==> config.mk <==
export PLATFORM = sky130hd
export DESIGN_NAME = branch_resolve_unit_flat
export DESIGN_NICKNAME = d
export VERILOG_FILES = /design/src/rtl/branch_resolve_unit_if.sv /design/src/rtl/branch_resolve_unit.sv /design/src/flat_wrapper.sv
export SDC_FILE = /design/constraint.sdc
export NUM_CORES = 1
export LEC_CHECK = 0
export BUFFER_PORTS_ARGS = -buffer_cell sky130_fd_sc_hd__buf_2
export CAP_MARGIN = 25
export CORE_UTILIZATION = 40
export DETAILED_ROUTE_END_ITERATION = 8
export SLEW_MARGIN = 20
export SYNTH_ARGS = -nofsm -noshare
export SYNTH_HDL_FRONTEND = slang
export SYNTH_SLANG_ARGS = --single-unit
==> constraint.sdc <==
create_clock -name clk -period 3.7 [get_ports clk]
set_input_delay 0.74 -clock clk [delete_from_list [all_inputs] [get_ports clk]]
set_output_delay 0.74 -clock clk [all_outputs]
set_load 0.01 [all_outputs]
==> src/rtl/branch_resolve_unit_if.sv <==
// Bundle of the op/result handshake signals for the branch resolve unit.
// The master drives ops and consumes results. The slave is the resolve stage.
interface branch_resolve_unit_if #(
    parameter int XLEN = 32
);
    logic            in_valid;
    logic            in_ready;
    logic            is_branch;
    logic            is_jal;
    logic            is_jalr;
    logic [2:0]      funct3;
    logic            eq;
    logic            lt_s;
    logic            lt_u;
    logic [XLEN-1:0] pc;
    logic [XLEN-1:0] imm;
    logic [XLEN-1:0] rs1;
    logic            pred_taken;

    logic            out_valid;
    logic            out_ready;
    logic            taken;
    logic [XLEN-1:0] npc;
    logic [XLEN-1:0] link;
    logic            redirect;
    logic            misaligned;
    logic            illegal;

    modport master (
        output in_valid, is_branch, is_jal, is_jalr, funct3, eq, lt_s, lt_u,
               pc, imm, rs1, pred_taken, out_ready,
        input  in_ready, out_valid, taken, npc, link, redirect, misaligned, illegal
    );

    modport slave (
        input  in_valid, is_branch, is_jal, is_jalr, funct3, eq, lt_s, lt_u,
               pc, imm, rs1, pred_taken, out_ready,
        output in_ready, out_valid, taken, npc, link, redirect, misaligned, illegal
    );
endinterface

==> src/rtl/branch_resolve_unit.sv <==
// Execute-stage branch/JAL/JALR resolution behind a one-entry valid/ready register.
// Optional BRU_PERF_CNT_EN adds saturating control-flow and mispredict counters.
module branch_resolve_unit #(
    parameter int XLEN  = 32,
    parameter int CNT_W = 16
) (
    input  logic                   clk,
    input  logic                   reset_n,
    input  logic                   flush_in,
    branch_resolve_unit_if.slave   bus
`ifdef BRU_PERF_CNT_EN
    ,
    output logic [CNT_W-1:0]       br_count,
    output logic [CNT_W-1:0]       mispred_count
`endif
);

    logic            out_valid_q, out_valid_d;
    logic            taken_q, taken_d;
    logic [XLEN-1:0] npc_q, npc_d;
    logic [XLEN-1:0] link_q, link_d;
    logic            misaligned_q, misaligned_d;
    logic            illegal_q, illegal_d;
    logic            pred_taken_q, pred_taken_d;

    logic            accept;
    logic            taken_c;
    logic            illegal_c;
    logic            misaligned_c;
    logic [XLEN-1:0] link_c;
    logic [XLEN-1:0] target_c;
    logic [XLEN-1:0] jalr_sum_c;
    logic [XLEN-1:0] npc_c;

    assign bus.in_ready   = !out_valid_q || bus.out_ready;
    assign accept         = bus.in_valid && bus.in_ready && !flush_in;

    assign bus.out_valid  = out_valid_q;
    assign bus.taken      = taken_q;
    assign bus.npc        = npc_q;
    assign bus.link       = link_q;
    assign bus.misaligned = misaligned_q;
    assign bus.illegal    = illegal_q;
    assign bus.redirect   = out_valid_q && !illegal_q && !misaligned_q &&
                            (taken_q != pred_taken_q);

    // Op decode: jalr beats jal beats branch when several kind bits are set.
    always_comb begin
        link_c     = bus.pc + XLEN'(4);
        target_c   = bus.pc + bus.imm;
        jalr_sum_c = bus.rs1 + bus.imm;
        taken_c    = 1'b0;
        illegal_c  = 1'b0;
        if (bus.is_jalr) begin
            taken_c  = 1'b1;
            target_c = {jalr_sum_c[XLEN-1:1], 1'b0};
        end else if (bus.is_jal) begin
            taken_c = 1'b1;
        end else if (bus.is_branch) begin
            case (bus.funct3)
                3'b000:  taken_c = bus.eq;
                3'b001:  taken_c = !bus.eq;
                3'b100:  taken_c = bus.lt_s;
                3'b101:  taken_c = !bus.lt_s;
                3'b110:  taken_c = bus.lt_u;
                3'b111:  taken_c = !bus.lt_u;
                default: illegal_c = 1'b1;
            endcase
        end
        npc_c        = taken_c ? target_c : link_c;
        misaligned_c = taken_c && (npc_c[1:0] != 2'b00);
    end

    always_comb begin
        out_valid_d  = out_valid_q;
        taken_d      = taken_q;
        npc_d        = npc_q;
        link_d       = link_q;
        misaligned_d = misaligned_q;
        illegal_d    = illegal_q;
        pred_taken_d = pred_taken_q;
        if (flush_in) begin
            out_valid_d = 1'b0;
        end else if (accept) begin
            out_valid_d  = 1'b1;
            taken_d      = taken_c;
            npc_d        = npc_c;
            link_d       = link_c;
            misaligned_d = misaligned_c;
            illegal_d    = illegal_c;
            pred_taken_d = bus.pred_taken;
        end else if (bus.out_ready && out_valid_q) begin
            out_valid_d = 1'b0;
        end
    end

    always_ff @(posedge clk or negedge reset_n) begin
        if (!reset_n) begin
            out_valid_q  <= 1'b0;
            taken_q      <= 1'b0;
            npc_q        <= '0;
            link_q       <= '0;
            misaligned_q <= 1'b0;
            illegal_q    <= 1'b0;
            pred_taken_q <= 1'b0;
        end else begin
            out_valid_q  <= out_valid_d;
            taken_q      <= taken_d;
            npc_q        <= npc_d;
            link_q       <= link_d;
            misaligned_q <= misaligned_d;
            illegal_q    <= illegal_d;
            pred_taken_q <= pred_taken_d;
        end
    end

`ifdef BRU_PERF_CNT_EN
    logic             is_cf_q, is_cf_d;
    logic [CNT_W-1:0] br_count_q, br_count_d;
    logic [CNT_W-1:0] mispred_count_q, mispred_count_d;
    logic             result_taken;

    // A result counts only when it leaves the stage and is not being flushed.
    assign result_taken  = out_valid_q && bus.out_ready && !flush_in && is_cf_q;
    assign br_count      = br_count_q;
    assign mispred_count = mispred_count_q;

    always_comb begin
        is_cf_d         = is_cf_q;
        br_count_d      = br_count_q;
        mispred_count_d = mispred_count_q;
        if (accept) begin
            is_cf_d = bus.is_branch || bus.is_jal || bus.is_jalr;
        end
        if (result_taken && (br_count_q != '1)) begin
            br_count_d = br_count_q + CNT_W'(1);
        end
        if (result_taken && bus.redirect && (mispred_count_q != '1)) begin
            mispred_count_d = mispred_count_q + CNT_W'(1);
        end
    end

    always_ff @(posedge clk or negedge reset_n) begin
        if (!reset_n) begin
            is_cf_q         <= 1'b0;
            br_count_q      <= '0;
            mispred_count_q <= '0;
        end else begin
            is_cf_q         <= is_cf_d;
            br_count_q      <= br_count_d;
            mispred_count_q <= mispred_count_d;
        end
    end
`endif

endmodule

==> src/flat_wrapper.sv <==
// flat-port wrapper written by rule: the top's interface ports become plain ports
module branch_resolve_unit_flat 
#(
    parameter int XLEN  = 32,
    parameter int CNT_W = 16
)
  (clk, reset_n, flush_in, bus_in_valid, bus_is_branch, bus_is_jal, bus_is_jalr, bus_funct3, bus_eq, bus_lt_s, bus_lt_u, bus_pc, bus_imm, bus_rs1, bus_pred_taken, bus_out_ready, bus_in_ready, bus_out_valid, bus_taken, bus_npc, bus_link, bus_redirect, bus_misaligned, bus_illegal);
  branch_resolve_unit_if #(.XLEN(XLEN)) bus_i ();
  input  logic clk;
  input  logic reset_n;
  input  logic flush_in;
  input wire logic [$bits(bus_i.in_valid)-1:0] bus_in_valid;
  input wire logic [$bits(bus_i.is_branch)-1:0] bus_is_branch;
  input wire logic [$bits(bus_i.is_jal)-1:0] bus_is_jal;
  input wire logic [$bits(bus_i.is_jalr)-1:0] bus_is_jalr;
  input wire logic [$bits(bus_i.funct3)-1:0] bus_funct3;
  input wire logic [$bits(bus_i.eq)-1:0] bus_eq;
  input wire logic [$bits(bus_i.lt_s)-1:0] bus_lt_s;
  input wire logic [$bits(bus_i.lt_u)-1:0] bus_lt_u;
  input wire logic [$bits(bus_i.pc)-1:0] bus_pc;
  input wire logic [$bits(bus_i.imm)-1:0] bus_imm;
  input wire logic [$bits(bus_i.rs1)-1:0] bus_rs1;
  input wire logic [$bits(bus_i.pred_taken)-1:0] bus_pred_taken;
  input wire logic [$bits(bus_i.out_ready)-1:0] bus_out_ready;
  output wire logic [$bits(bus_i.in_ready)-1:0] bus_in_ready;
  output wire logic [$bits(bus_i.out_valid)-1:0] bus_out_valid;
  output wire logic [$bits(bus_i.taken)-1:0] bus_taken;
  output wire logic [$bits(bus_i.npc)-1:0] bus_npc;
  output wire logic [$bits(bus_i.link)-1:0] bus_link;
  output wire logic [$bits(bus_i.redirect)-1:0] bus_redirect;
  output wire logic [$bits(bus_i.misaligned)-1:0] bus_misaligned;
  output wire logic [$bits(bus_i.illegal)-1:0] bus_illegal;
  assign bus_i.in_valid = bus_in_valid;
  assign bus_i.is_branch = bus_is_branch;
  assign bus_i.is_jal = bus_is_jal;
  assign bus_i.is_jalr = bus_is_jalr;
  assign bus_i.funct3 = bus_funct3;
  assign bus_i.eq = bus_eq;
  assign bus_i.lt_s = bus_lt_s;
  assign bus_i.lt_u = bus_lt_u;
  assign bus_i.pc = bus_pc;
  assign bus_i.imm = bus_imm;
  assign bus_i.rs1 = bus_rs1;
  assign bus_i.pred_taken = bus_pred_taken;
  assign bus_i.out_ready = bus_out_ready;
  assign bus_in_ready = bus_i.in_ready;
  assign bus_out_valid = bus_i.out_valid;
  assign bus_taken = bus_i.taken;
  assign bus_npc = bus_i.npc;
  assign bus_link = bus_i.link;
  assign bus_redirect = bus_i.redirect;
  assign bus_misaligned = bus_i.misaligned;
  assign bus_illegal = bus_i.illegal;
  branch_resolve_unit #(.XLEN(XLEN), .CNT_W(CNT_W)) u_core (.clk(clk), .reset_n(reset_n), .flush_in(flush_in), .bus(bus_i));
endmodule
**Yosys cells after proc, flatten, opt, wreduce, memory -nomap -nowiden**

Index checks and enable logic that the tools add are counted.

- Memory bits (read-only): 0
- Bits in registers: 69
- Bits in writable memories: 0
- Input port bits: 111
- Output and inout bits: 70
- Logic and storage cells: 50
- Bits in latches: 0
- Memories: 0

- Add/subtract/negate cells: 3
- Reductions and logical operators: 20
- Equality and inequality tests: 6
- Divide/modulo/power cells: 0
- Muxes and demuxes: 13
- Bitwise logic cells: 1
- Magnitude comparators: 0
- Shift operators: 0
- Multiply operators: 0

Operator list:

| operator | count |
|---|---|
| $add 32x32->32 | 2 |
| $mux 32 | 2 |
| $add 32x3->32 const B | 1 |
| $eq 3x3->1 const B | 4 |
| $mux 1 | 10 |
| $logic_and 1x1->1 | 7 |
| $logic_not 1->1 | 7 |
| $pmux 1 s6 | 1 |
| $reduce_or 6->1 | 1 |
| $eq 3x1->1 const B | 1 |
| $logic_not 3->1 | 1 |
| $reduce_bool 3->1 | 1 |
| $reduce_and 2->1 | 1 |
| $reduce_bool 2->1 | 1 |
| $logic_or 1x1->1 | 1 |
| $ne 1x1->1 | 1 |
| $not 1->1 | 1 |

**Longest topological paths before layout**

Gate-level depths: netlist of the first run.

- Depth in word-level cells: 8
- Mapped depth: 12
- Depth with buffers taken out: 12

**Least setup slack after synthesis of the first run**

No wires, ideal clock.

- Kind: input to register
- Start point: input port bus_rs1[5]
- End point: register u_core.npc_q[31] (netlist: u_core.bus.npc[31])
- Setup slack: 630 ps
- Stages on the path: 10
- Path buffers: 0
- Data arrival time: 2,984 ps
- Setup time: 87 ps
- Required time: 3,613 ps
- Cells stage by stage: ha_1 -> and3_1 -> a22o_1 -> a31o_2 -> a311oi_2 -> or2_4 -> o41ai_4 -> a211oi_1 -> or4_1 -> o211ai_1

- Cells in the longest elaborated chain, start to end: 3

Ends and longest elaborated chain:

| item | RTL line | RTL |
|---|---|---|
| from (decl) | flat_wrapper.sv:22 | `input wire logic [$bits(bus_i.rs1)-1:0] bus_rs1;` |
| $add 32x32->32 | branch_resolve_unit.sv:51 | `jalr_sum_c = bus.rs1 + bus.imm;` |
| $mux 32 | branch_resolve_unit.sv:54 | `if (bus.is_jalr) begin` |
| $mux 32 | branch_resolve_unit.sv:70 | `npc_c = taken_c ? target_c : link_c;` |
| to (signal assigned) | branch_resolve_unit.sv:109 | `npc_q <= npc_d;` |
| to (decl) | branch_resolve_unit.sv:20 | `logic [XLEN-1:0] npc_q, npc_d;` |

Every way passes these cells.
A chain may end at the register's enable or synchronous reset.

**Final worst setup path of the first run**

- Start point: input port bus_rs1[3]
- End point: register u_core.npc_q[28] (netlist: u_core.bus.npc[28])

Same word-level chain as after synthesis.

==> flow_summary.json, run 1 <==
{
  "outcome": "finished, final reports clean",
  "synthToLayoutAreaGrowth_pct": 22.3,
  "fin_crit_ns": 3.31,
  "cts.clk_slew.worst_paths_ns": 0.07,
  "worstPathRequired_ns": 3.91,
  "start_util": 0.413,
  "slew_headroom": 0.383,
  "postLayoutCoreUtil": 0.505,
  "cts-root-buf": "clkbuf_16",
  "die_y_um": 133,
  "syn_area_sq_mm": 0.00689,
  "clock-skew-final_ns": 0.0108,
  "grt_pass1_vias": 6453,
  "drcViolationCount": 0,
  "vias": 7208,
  "endpoint_kind": "flip-flop",
  "die_w_um": 133,
  "port_buffers": 180,
  "grt_pass1_wl_um": 35300,
  "detail_route.first_pass.iterations": 5,
  "wire_per_inst_um": 17.8,
  "cts_hold_buf": 0,
  "start_kind": "primary input",
  "hold_violations": 0,
  "power_mw": 3.14,
  "criticalPathCategory": "in -> reg",
  "synth_cell_type_count": 68,
  "synth_edf_count": 0,
  "ctsResizeCount": 0,
  "final_cell_count_no_fill": 1281,
  "seqPwrFrac": 0.310,
  "clkLatencyLatePin_ns": 0.34,
  "die_area_sq_mm": 0.0178,
  "wirelength_um": 22800,
  "fmaxAchievable_mhz": 302,
  "synth_nets": 1048,
  "cp.arrival_ns": 3.53,
  "netSwitchingFraction": 0.378,
  "leakage_nw": 4.04,
  "synth_top_area_cell": "dfrtp_1",
  "setup_slack_ns": 0.386,
  "vias_per_cell": 5.63,
  "rsz0062_at_grt": "no",
  "irDropWorstVdd_mv": 0.190,
  "hold_class": "reg -> reg",
  "nets": 1230,
  "ys_ff_latch": 69,
  "netlist.area_leader.share": 0.251,
  "syn_area_per_cell_sq_um": 7.89,
  "async_flop_share": 1.00,
  "finalSetupViolations": 0,
  "synth_top_flop_cell": "dfrtp_1",
  "hold_ws_ns": 0.470,
  "ys_seq_area_frac": 0.251,
  "synth.area.top_cells": "dfrtp_1 (25%), ha_1 (11%), nand2_1 (6.6%)",
  "cts_tree": "yes",
  "post-place-ws_ns": 0.0368,
  "cts_buffers": 9,
  "worstMarginPinSlew_ns": 0.925,
  "drive_above_1_share": 0.235,
  "cap_violations": 0,
  "ant_nets": 0,
  "numPlacedInstances": 1264,
  "fin_setup_tns_ns": 0,
  "place_area_sq_mm": 0.00812,
  "switchingPower_mw": 1.19,
  "synth_cells": 873,
  "core_area_sq_mm": 0.0167,
  "p_int_mw": 1.95,
  "cts_setup_buffers": 0,
  "antenna_found_initial": 2,
  "fin_area_sq_mm": 0.00843,
  "critPathMaxFanout": 5,
  "p_comb_frac": 0.403,
  "h-tree-depth": 3,
  "grt-ovfl-total": 0,
  "core.rowCount": 47,
  "slew_viol_final": 0,
  "num_io_pins": 181,
  "grt_usage": 0.254,
  "rrSetupSlack_ns": 1.62,
  "cts_sinks": 69,
  "power_density_mw_per_mm2": 373,
  "ys_warn_count": 0,
  "hpwl_um": 18300,
  "grt_max_degree": 70,
  "gp_congestion": 0.945,
  "clkPwrFrac": 0.288,
  "fin_crit_sh": 0.896,
  "cts_buffer_depth": 2,
  "drtIter0Drc": 662
}
==> path summary, 6_finish.rpt <==
check | from | end | depth (start not counted)
max | bus_rs1[3] | u_core.bus.npc[28] | 11
min | u_core.bus.link[3] | u_core.bus.link[3] | 2
max reg2reg | u_core.bus.out_valid | u_core.bus.npc[12] | 5
min reg2reg | u_core.bus.link[3] | u_core.bus.link[3] | 2
max in group asynchronous | reset_n | u_core.bus.npc[16] | 1
min in group asynchronous | reset_n | u_core.bus.link[25] | 1
==> critical path: stages <==
cell      delay, ns
buf_2          0.10
ha_1           0.36
o211ai_1       0.19
a21oi_1        0.12
o41ai_1        0.55
a31oi_1        0.32
o21ai_0        0.40
a31oi_1        0.16
or4_1          0.41
nand3_1        0.09
o21ai_0        0.09
==> power by group through the flow <==
stage	Clock, mW	Combinational (mW)	Sequential (mW)
floorplan	0	0.711	1.04
global placement	0	1.24	0.982
detailed placement	0	1.25	0.986
CTS	0.912	1.26	0.972
global route	0.947	1.39	0.987
finish	0.904	1.26	0.972
==> Yosys cell counts, types with 10 or more instances <==
master      n
a211oi_1   12
a21o_1     23
a21oi_1    89
a31oi_1    11
and3_1     13
clkbuf_1   20
dfrtp_1    69
ha_1       62
inv_1      24
nand2_1   122
nand2b_1   14
nand3_1    28
nor2_1     52
nor3_1     13
o21a_1     10
o21ai_0    84
xnor2_1    37
xor2_1     31
==> placed cells by master, fill, tap and decap left out, types with 4 or more instances in the layout <==
master | Yosys | final
a211o_1 | 4 | 4
a211oi_1 | 12 | 12
a21o_1 | 23 | 23
a21o_2 | 6 | 6
a21oi_1 | 89 | 89
a22o_1 | 9 | 9
a31o_2 | 4 | 4
a31oi_1 | 11 | 11
and3_1 | 13 | 13
and3_2 | 4 | 4
and4_1 | 8 | 8
buf_2 | 0 | 179
buf_4 | 0 | 19
clkbuf_16 | 0 | 9
dfrtp_1 | 69 | 69
ha_1 | 62 | 62
inv_1 | 24 | 24
mux2i_1 | 8 | 8
nand2_1 | 122 | 122
nand2b_1 | 14 | 14
nand3_1 | 28 | 28
nand4_1 | 9 | 9
nor2_1 | 52 | 52
nor2b_1 | 5 | 5
nor3_1 | 13 | 13
o211ai_1 | 9 | 9
o21a_1 | 10 | 10
o21ai_0 | 84 | 84
o21bai_1 | 9 | 9
o221ai_1 | 6 | 6
o31ai_1 | 6 | 6
or2_2 | 7 | 7
xnor2_1 | 37 | 37
xor2_1 | 31 | 31
==> flip-flops by register name, indices dropped and copies added, names as in the netlist <==
register               count
u_core.bus.link           32
u_core.pred_taken_q        1
u_core.bus.npc            32
u_core.bus.taken           1
u_core.bus.out_valid       1
u_core.bus.illegal         1
u_core.bus.misaligned      1
==> area by class of cell <==
class	instances	area [sq um]
Timing Repair Buffer	201	1100
Fill cell	1668	8270
Tap cell	220	275
Multi-Input combinational cell	750	4930
Clock buffer	9	225
Antenna cell	1	2.50
Inverter	24	90.1
Sequential cell	69	1730
Clock inverter	7	82.6
==> metal layers <==
metal  track usage  wire (um)
met1         0.403      11800
met2         0.365       9440
met3        0.0228       1270
met4        0.0593        298
met5             0          0
==> cell families after synthesis <==
| logic type | count (synthesis) | share of synthesized area |
|---|---|---|
| AO/OA/AOI/OAI | 313 | 0.290 |
| XOR/XNOR | 68 | 0.0864 |
| adder cells (fa/ha/maj) | 64 | 0.118 |
| buffers and inverters | 54 | 0.0359 |
| flip-flops | 69 | 0.251 |
| multiplexers | 10 | 0.0149 |
| AND/OR/NAND/NOR | 295 | 0.204 |
Power figures use the tool's default switching activity.
==> inputs of run 2 (changes only) <==
--- a/config.mk
+++ b/config.mk
@@ -8,6 +8,8 @@
 export BUFFER_PORTS_ARGS = -buffer_cell sky130_fd_sc_hd__buf_2
 export CAP_MARGIN = 25
 export CORE_UTILIZATION = 40
+export CTS_BUF_LIST = sky130_fd_sc_hd__clkbuf_4 sky130_fd_sc_hd__clkbuf_8
+export CTS_CLUSTER_DIAMETER = 40
 export DETAILED_ROUTE_END_ITERATION = 8
 export SLEW_MARGIN = 20
 export SYNTH_ARGS = -nofsm -noshare
==> run 2 against run 1 <==
Effect of this change: sequential share of layout area up 0.24 points; via count is 0.40% higher; worst setup slack better by 0.032 ns; hold slack improved by 0.0061 ns; global-route usage about the same; non-clock buffer count unchanged; fmax increased by 0.98%.
==> flow_summary.json, run 2 (synthesized netlist as in run 1, its figures left out) <==
{
  "r2r-start": "u_core.bus.out_valid",
  "fin_area_sq_mm": 0.00833,
  "post-place-ws_ns": 0.0368,
  "clkLatencyLatePin_ns": 0.37,
  "die_y_um": 133,
  "cts_hold_buf": 0,
  "detail_route.first_pass.iterations": 5,
  "grt_usage": 0.254,
  "antenna_found_initial": 2,
  "cap_violations": 0,
  "rrSetupSlack_ns": 1.63,
  "cts_setup_buffers": 0,
  "core_area_sq_mm": 0.0167,
  "vias_per_cell": 5.65,
  "die_w_um": 133,
  "fin_crit_sh": 0.887,
  "outcome": "finished, final reports clean",
  "ctsResizeCount": 0,
  "mostFrequentLayoutCells": "buf_2 (179), nand2_1 (122), a21oi_1 (89)",
  "clock-skew-final_ns": 0.0138,
  "cp.arrival_ns": 3.55,
  "port_buffers": 180,
  "hold_ws_ns": 0.476,
  "irDropWorstVdd_mv": 0.163,
  "p_int_mw": 1.74,
  "grt_pass1_vias": 6425,
  "critPathCapture": "u_core.bus.npc[30]",
  "drcViolationCount": 0,
  "criticalPathCategory": "in -> reg",
  "endpoint_kind": "flip-flop",
  "cts.clk_slew.worst_paths_ns": 0.09,
  "fin_crit_ns": 3.28,
  "crit_top_cell": "a21oi_1",
  "grt_max_degree": 70,
  "place_area_sq_mm": 0.00812,
  "wirelength_um": 22800,
  "gp_congestion": 0.945,
  "power_density_mw_per_mm2": 348,
  "core.rowCount": 47,
  "cts_buffers": 9,
  "fmaxAchievable_mhz": 305,
  "hpwl_um": 18300,
  "critPathMaxFanout": 4,
  "slew_headroom": 0.380,
  "cts_tree": "yes",
  "regToRegEndpoint": "u_core.bus.npc[12]",
  "wire_per_inst_um": 17.7,
  "leakage_nw": 4.00,
  "p_comb_frac": 0.435,
  "hold_class": "reg -> reg",
  "reg2reg_depth": 5,
  "cts_buffer_depth": 2,
  "worstMarginPinSlew_ns": 0.931,
  "netSwitchingFraction": 0.400,
  "vias": 7237,
  "drtIter0Drc": 568,
  "drive_above_1_share": 0.235,
  "seqPwrFrac": 0.335,
  "worstSetupStartpoint": "bus_imm[1]",
  "h-tree-depth": 3,
  "num_io_pins": 181,
  "clkPwrFrac": 0.230,
  "cts-root-buf": "clkbuf_8",
  "layout_commonest_cell": "buf_2",
  "slew_viol_final": 0,
  "ant_nets": 0,
  "worstPathCellList": "buf_2 > inv_1 > fa_1 > nand2b_1 > a21oi_1 > o41a_1 > a21oi_1 > a311oi_1 > nor3_1 > buf_4 > o21ai_0 > mux2i_1 > o31ai_1",
  "start_kind": "primary input",
  "die_area_sq_mm": 0.0178,
  "synthToLayoutAreaGrowth_pct": 20.8,
  "setup_slack_ns": 0.418,
  "start_util": 0.413,
  "slowest_stage": "fa_1",
  "nets": 1230,
  "grt_pass1_wl_um": 35100,
  "grt-ovfl-total": 0,
  "finalSetupViolations": 0,
  "worstPathRequired_ns": 3.97,
  "crit_path_max_incr_delay_ns": 0.42,
  "switchingPower_mw": 1.16,
  "rsz0062_at_grt": "no",
  "power_mw": 2.90,
  "cts_sinks": 69,
  "hold_violations": 0,
  "fin_setup_tns_ns": 0
}
-- run 2: changes by cell type in the layout (fill, tap and decap cells not counted), sizes merged --
cell / before / now
diode: 1 / 2
-- run 2: per-layer routing --
metal | routed length [um] | vias up | global-route usage
met1 | 11500 | 3355 | 0.401
met5 | 0 | - | 0
met3 | 1550 | 19 | 0.0285
met4 | 280 | 0 | 0.0574
li1 | - | 3588 | -
met2 | 9390 | 275 | 0.364
-- run 2: how the worst min path moves through the flow --
stage                                   from                  to  slack, ns  cells past startpoint
final                     u_core.bus.link[3]  u_core.bus.link[3]       0.48                      2
after global routing      u_core.bus.npc[23]  u_core.bus.npc[23]       0.50                      2
after CTS                 u_core.bus.link[3]  u_core.bus.link[3]       0.48                      2
after detailed placement  u_core.bus.link[3]  u_core.bus.link[3]       0.46                      2
after global placement    u_core.bus.link[0]  u_core.bus.link[0]       0.45                      2
after floorplan                      reset_n  u_core.bus.illegal       0.44                      0
-- run 2: critical path, delay by kind of cell --
family | cells | cell delay, ns
AOI/OAI and AO/OA | 6 | 1.59
adders and majority gates | 1 | 0.42
buffers and inverters | 3 | 0.36
and+or+nand+nor | 2 | 0.32
muxes | 1 | 0.12
-- run 2: stage by stage --
stage               utilization  cells
floorplan                     -    873
global placement          0.486   1264
detailed placement        0.486   1264
CTS                       0.498   1280
global route              0.499   1281
finish                    0.499   1282
-- run 2: area by class of cell --
type                            instances  area (sq um)
Clock buffer                            9           124
Antenna cell                            2          5.00
Clock inverter                          7          82.6
Fill cell                            1680          8370
Timing Repair Buffer                  201          1100
Multi-Input combinational cell        750          4930
Inverter                               24          90.1
Sequential cell                        69          1730
Tap cell                              220           275
-- run 2: power by group through the flow --
stage / sequential, mW / combinational [mW] / clock (mW)
floorplan: 1.04 / 0.711 / 0
global placement: 0.982 / 1.24 / 0
detailed placement: 0.986 / 1.25 / 0
CTS: 0.971 / 1.26 / 0.675
global route: 0.985 / 1.39 / 0.711
finish: 0.970 / 1.26 / 0.667
